--- config.mk ---
export PLATFORM = sky130hd
export DESIGN_NAME = gate_tt_identifier
export DESIGN_NICKNAME = d
export VERILOG_FILES = /design/src/rtl/gate_tt_identifier_pkg.sv /design/src/rtl/gate_tt_identifier_tt_decode.sv /design/src/rtl/gate_tt_identifier.sv
export SDC_FILE = /design/constraint.sdc
export NUM_CORES = 1
export LEC_CHECK = 0
export ABC_AREA = 0
export ABC_CLOCK_PERIOD_IN_PS = 2400
export CAP_MARGIN = 20
export CORE_AREA = 2 2 49 85
export DETAILED_ROUTE_END_ITERATION = 8
export DIE_AREA = 0 0 51 87
export PLACE_DENSITY = 0.65
export RECOVER_POWER = 100
export SYNTH_ARGS = -nofsm -noshare
export SYNTH_HDL_FRONTEND = slang
export SYNTH_HIERARCHICAL = 1
export SYNTH_SLANG_ARGS = --single-unit
--- constraint.sdc ---
create_clock -name clk -period 2.4 [get_ports clk]
set_input_delay 0.72 -clock clk [delete_from_list [all_inputs] [get_ports clk]]
set_output_delay 0.72 -clock clk [all_outputs]
set_load 0.02 [all_outputs]
--- src/rtl/gate_tt_identifier_pkg.sv ---
// rtl/gate_tt_identifier_pkg.sv - shared encodings for the gate truth-table identifier
// Contents: gate_id encodings, FSM state type, reference truth-table patterns.
package gate_tt_identifier_pkg;

  localparam logic [2:0] GID_UNKNOWN = 3'd0;
  localparam logic [2:0] GID_AND     = 3'd1;
  localparam logic [2:0] GID_NAND    = 3'd2;
  localparam logic [2:0] GID_OR      = 3'd3;
  localparam logic [2:0] GID_NOR     = 3'd4;
  localparam logic [2:0] GID_XOR     = 3'd5;
  localparam logic [2:0] GID_XNOR    = 3'd6;
  localparam logic [2:0] GID_STUCK   = 3'd7;

  typedef enum logic [1:0] {
    ST_IDLE   = 2'd0,
    ST_SETTLE = 2'd1,
    ST_SAMPLE = 2'd2,
    ST_DONE   = 2'd3
  } state_t;

  // Truth patterns, bit i = output for {a,b} == i (bit 3 is vector 11).
  localparam logic [3:0] TT_AND  = 4'b1000;
  localparam logic [3:0] TT_NAND = 4'b0111;
  localparam logic [3:0] TT_OR   = 4'b1110;
  localparam logic [3:0] TT_NOR  = 4'b0001;
  localparam logic [3:0] TT_XOR  = 4'b0110;
  localparam logic [3:0] TT_XNOR = 4'b1001;
  localparam logic [3:0] TT_LOW  = 4'b0000;
  localparam logic [3:0] TT_HIGH = 4'b1111;

endpackage

--- src/rtl/gate_tt_identifier_tt_decode.sv ---
// rtl/gate_tt_identifier_tt_decode.sv - combinational truth-table to gate identity decoder
// Ports:
//   truth   in  4  observed truth table, bit i = output for {a,b} == i
//   gate_id out 3  decoded gate identity (GID_* encodings)
module tt_decode
  import gate_tt_identifier_pkg::*;
(
  input  logic [3:0] truth,
  output logic [2:0] gate_id
);

  always_comb begin
    gate_id = GID_UNKNOWN;
    case (truth)
      TT_AND:          gate_id = GID_AND;
      TT_NAND:         gate_id = GID_NAND;
      TT_OR:           gate_id = GID_OR;
      TT_NOR:          gate_id = GID_NOR;
      TT_XOR:          gate_id = GID_XOR;
      TT_XNOR:         gate_id = GID_XNOR;
      TT_LOW, TT_HIGH: gate_id = GID_STUCK;
      default:         gate_id = GID_UNKNOWN;
    endcase
  end

endmodule

--- src/rtl/gate_tt_identifier.sv ---
// rtl/gate_tt_identifier.sv - sweeps a 2-input gate through all vectors and identifies it
// Ports:
//   clk      in   1  rising-edge clock
//   rst      in   1  synchronous active-high reset
//   start    in   1  sweep request, honoured only in IDLE
//   y        in   1  output of the gate under test
//   a, b     out  1  registered drive to the gate under test
//   busy     out  1  high during SETTLE and SAMPLE
//   done     out  1  one-cycle pulse, results valid in the same cycle
//   truth    out  4  truth table of the last completed sweep
//   gate_id  out  3  decoded identity of the last completed sweep
module gate_tt_identifier
  import gate_tt_identifier_pkg::*;
#(
  parameter int SETTLE_CYCLES = 4
) (
  input  logic       clk,
  input  logic       rst,
  input  logic       start,
  input  logic       y,
  output logic       a,
  output logic       b,
  output logic       busy,
  output logic       done,
  output logic [3:0] truth,
  output logic [2:0] gate_id
);

  if (SETTLE_CYCLES < 1 || SETTLE_CYCLES > 255) begin : g_bad_settle
    $error("SETTLE_CYCLES must be in 1..255");
  end

  localparam logic [7:0] CNT_LAST = 8'(SETTLE_CYCLES - 1);

  state_t     state, next_state;
  logic [7:0] cnt;
  logic [1:0] idx;
  logic [3:0] shadow;
  logic [3:0] shadow_next;
  logic [2:0] decoded;

  // Shadow with the current sample merged in, so the final vector's bit
  // reaches truth/gate_id on the same edge that enters DONE.
  always_comb begin
    shadow_next      = shadow;
    shadow_next[idx] = y;
  end

  tt_decode u_decode (
    .truth   (shadow_next),
    .gate_id (decoded)
  );

  always_ff @(posedge clk) begin
    if (rst) state <= ST_IDLE;
    else     state <= next_state;
  end

  always_comb begin
    next_state = state;
    case (state)
      ST_IDLE:   if (start) next_state = ST_SETTLE;
      ST_SETTLE: if (cnt == CNT_LAST) next_state = ST_SAMPLE;
      ST_SAMPLE: next_state = (idx == 2'd3) ? ST_DONE : ST_SETTLE;
      ST_DONE:   next_state = ST_IDLE;
      default:   next_state = ST_IDLE;
    endcase
  end

  always_ff @(posedge clk) begin
    if (rst) begin
      a       <= 1'b0;
      b       <= 1'b0;
      cnt     <= 8'd0;
      idx     <= 2'd0;
      shadow  <= 4'd0;
      truth   <= 4'd0;
      gate_id <= GID_UNKNOWN;
    end else begin
      case (state)
        ST_IDLE: begin
          if (start) begin
            idx    <= 2'd0;
            a      <= 1'b0;
            b      <= 1'b0;
            cnt    <= 8'd0;
            shadow <= 4'd0;
          end
        end
        ST_SETTLE: cnt <= cnt + 8'd1;
        ST_SAMPLE: begin
          shadow <= shadow_next;
          if (idx == 2'd3) begin
            truth   <= shadow_next;
            gate_id <= decoded;
          end else begin
            idx    <= idx + 2'd1;
            {a, b} <= idx + 2'd1;
            cnt    <= 8'd0;
          end
        end
        ST_DONE: begin
          a <= 1'b0;
          b <= 1'b0;
        end
        default: ;
      endcase
    end
  end

  assign busy = (state == ST_SETTLE) || (state == ST_SAMPLE);
  assign done = (state == ST_DONE);

endmodule

==> out/qor.yml <==
clocking:
  clock_sinks: 25
  htreeDepth: 1
  cts_tree: "yes"
  clk_pin_slew_worst_paths_ns: 0.09
  clock_path_buffers: 2
  cts_buffers: 3
  post-cts-setup-buffers: 0
  insertion_delay_ns: 0.27
  ctsHoldBuffers: 0
  root_buffer: "clkbuf_8"
setup_path:
  worstPathArrival_ns: 1.52
  slowest_delay_ns: 0.62
  r2r-start: "state[0]$_SDFFE_PP0P_"
  reg2reg_slack_ns: 0.30
  cp-start-kind: "flop"
  crit_type: "flop to output pin"
  path_cells: "ha_1, clkdlybuf4s50_1"
  reg2regPathDepth: 6
  cpLargestDelayFamily: "buffers and inverters"
  critPathSlowestCell: "clkdlybuf4s50_1"
  worstPathRequired_ns: 1.68
  path_max_fanout: 5
  crit_start: "state[0]$_SDFFE_PP0P_"
  end_kind: "output pin"
  cp.depth: 2
  cp.buffers_inverters: 1
  worstSetupEndpoint: "done"
  r2r-end: "cnt[7]$_SDFFE_PP0P_"
timing:
  slew_viol_final: 0
  rsz0062_at_grt: "false"
  clock_skew_ns: 0.00100
  min_period_ns: 2.24
  finalHoldViolations: 0
  slew_headroom_pct: 72.2
  finalSetupViolCount: 0
  finalCritPeriodShare_pct: 93.5
  tightest_slew_ns: 0.417
  clock.fmax_mhz: 445
floorplanning:
  num_rows: 30
  ios: 15
  fp.dieArea_sq_um: 4440
  dieHeight_microns: 87
  core-area_sq_um: 3790
  initial_core_util_pct: 35.1
  die_x_microns: 51
global_route:
  grt_pass1_vias: 1098
  grt-ovfl-total: 0
  grt_pass1_wl_mm: 4.71
  grt_usage_pct: 13.7
  grt_max_degree: 26
  busiest_layer: "met2"
  use_met3_pct: 1.03
  grtUsageMet1_pct: 14.1
  met2_usage_pct: 26.4
  antenna_found_initial: 0
layout:
  utilization_pct: 41.3
  fin_nets: 193
  syn2layout_area_growth_pct: 17.6
  layout-drive-gt1-share_pct: 13.5
  finish.cell_count_without_fillers: 226
  n_antenna_cell: 0
logic_synthesis:
  ys_seq_area_share_pct: 37.6
  synth_edf_count: 0
  ys_seq_elements: 25
  syn_avg_cell_area_sq_um: 8.18
  syn_area_sq_um: 1330
  yosys_warnings: 6
  async_flop_share_pct: 0
  synthesis.instances: 163
  synthDistinctLibCells: 38
  ys.flop_type: "dfxtp_1"
  syn_nets: 177
pwr:
  p_per_area_nw_per_um2: 742
  power.leakage_nw: 0.601
  ir_drop_v: 0.000344
placement:
  io_buffers: 14
  dp_hpwl_mm: 2.11
  gp_congestion: 0.786
  place_inst: 222
route:
  drt_iter0_markers: 13
  ant_nets: 0
  first_pass_iters: 4
  post-route-drc-count: 0
  wl_per_cell_microns: 12.3
  routed_wl_mm: 2.78
  via_per_inst: 5.22
  vias: 1180
run_status:
  outcome: "finished, final reports clean"
run:
  drv_cap: 0
min_path:
  hp-class: "flop to flop"
==> cells in the mapped netlist (2+ instances only) <==
master    number  area (sq um)
a31oi_1        3          18.8
ha_1          10           125
inv_1          5          18.8
dfxtp_1       25           500
and2_1         2          12.5
and2_2         2          15.0
nand2b_1       2          12.5
nand2_1       17          63.8
nor2_1        14          52.6
a21oi_1       20           100
nand3_1        8          40.0
mux2_2         4          45.0
or2_2          2          12.5
o21ai_0        8          40.0
clkbuf_1       7          26.3
or3_2          4          30.0
nor3_1         6          30.0
a32oi_1        4          35.0
==> cells by family (layout without fill, tap and decap cells) <==
kind of cell | after synthesis | after routing | synth area share, %
DFF | 25 | 25 | 37.6
muxes | 5 | 5 | 4.13
and+or+nand+nor | 67 | 67 | 26.0
buffers and inverters | 15 | 30 | 4.79
adders and majority gates | 10 | 10 | 9.39
AOI/OAI and AO/OA | 41 | 41 | 18.1
==> state kept, by name (all words and copies together) (netlist names) <==
register / count
a: 1
b: 1
state: 2
cnt: 8
idx: 2
shadow: 4
gate_id: 3
truth: 4
==> what timing repair did <==
action                                  4_1_cts  5_1_grt
endpoints found under the setup margin        0        1
resized for setup                             0        2
endpoints found under the hold margin         0        0
==> layout by cell type, fill, tap and decap left out, drive strengths merged, types with 2 or more instances in the layout <==
cell           Yosys  final
nand2b             2      2
nor2              14     14
dlygate4sd3        0     11
and2               5      5
dfxtp             25     25
or3                5      5
nor3               6      6
ha                10     10
inv                6      6
o21ai              9      9
a32oi              4      4
or4                2      2
a31oi              3      3
clkbuf             7      7
buf                2      3
or2                2      2
mux2               4      4
clkdlybuf4s50      0      2
nand3              8      8
a21oi             20     20
nand2             17     17
==> worst min-delay path by stage <==
| stage | startpoint | to | depth (start not counted) |
|---|---|---|---|
| after detailed placement | gate_id[1]$_SDFFE_PP0P_ | gate_id[1]$_SDFFE_PP0P_ | 2 |
| after CTS | gate_id[1]$_SDFFE_PP0P_ | gate_id[1]$_SDFFE_PP0P_ | 2 |
| after global routing | gate_id[1]$_SDFFE_PP0P_ | gate_id[1]$_SDFFE_PP0P_ | 2 |
| final | gate_id[1]$_SDFFE_PP0P_ | gate_id[1]$_SDFFE_PP0P_ | 2 |
| after global placement | gate_id[0]$_SDFFE_PP0P_ | gate_id[0]$_SDFFE_PP0P_ | 2 |
| after floorplan | shadow[0]$_SDFFE_PP0P_ | shadow[0]$_SDFFE_PP0P_ | 2 |
==> report_power, final <==
| group | switching, W | leakage (nW) | internal (W) | total, W |
|---|---|---|---|---|
| combinational | 0.000266 | 0.374 | 0.000170 | 0.000437 |
| clock | 0.000133 | 0.0255 | 0.000116 | 0.000249 |
| sequential | 0.0000339 | 0.202 | 0.000443 | 0.000477 |
| total | 0.000433 | 0.601 | 0.000730 | 0.00116 |
==> per-layer routing <==
metal	vias to the layer above	part of all wire, %
met5	-	0
met4	0	2.3
met3	5	1.2
met2	10	56
met1	554	41
li1	611	-
==> per-stage QoR <==
stage | hold slack [ns] | TNS [ns] | instance area [sq um] | worst slack, ns | total power (W)
after global placement | 0.444 | -0.00348 | 1540 | -0.00348 | 0.000962
final | 0.454 | 0 | 1570 | 0.155 | 0.00116
after detailed placement | 0.447 | -0.0315 | 1540 | -0.0315 | 0.000966
after CTS | 0.459 | 0 | 1580 | 0.0217 | 0.00122
after floorplan | 0.450 | 0 | 1330 | 0.450 | 0.000829
after global routing | 0.473 | 0 | 1570 | 0.0752 | 0.00125
==> layout make-up <==
cell class / instances / area, sq um
Tap cell: 48 / 60.1
Inverter: 6 / 22.5
Multi-Input combinational cell: 123 / 768
Clock buffer: 3 / 41.3
Fill cell: 419 / 2220
Clock inverter: 1 / 5.00
Timing Repair Buffer: 20 / 168
Sequential cell: 25 / 502
==> worst register-to-register path, stage by stage, from the launching register on <==
cell     delay [ns]
dfxtp_1        0.41
inv_1          0.08
ha_1           0.21
and2_1         0.15
or4_4          0.53
or4_1          0.51
a31oi_1        0.14
Note: power is estimated with default switching activity, not from simulation.
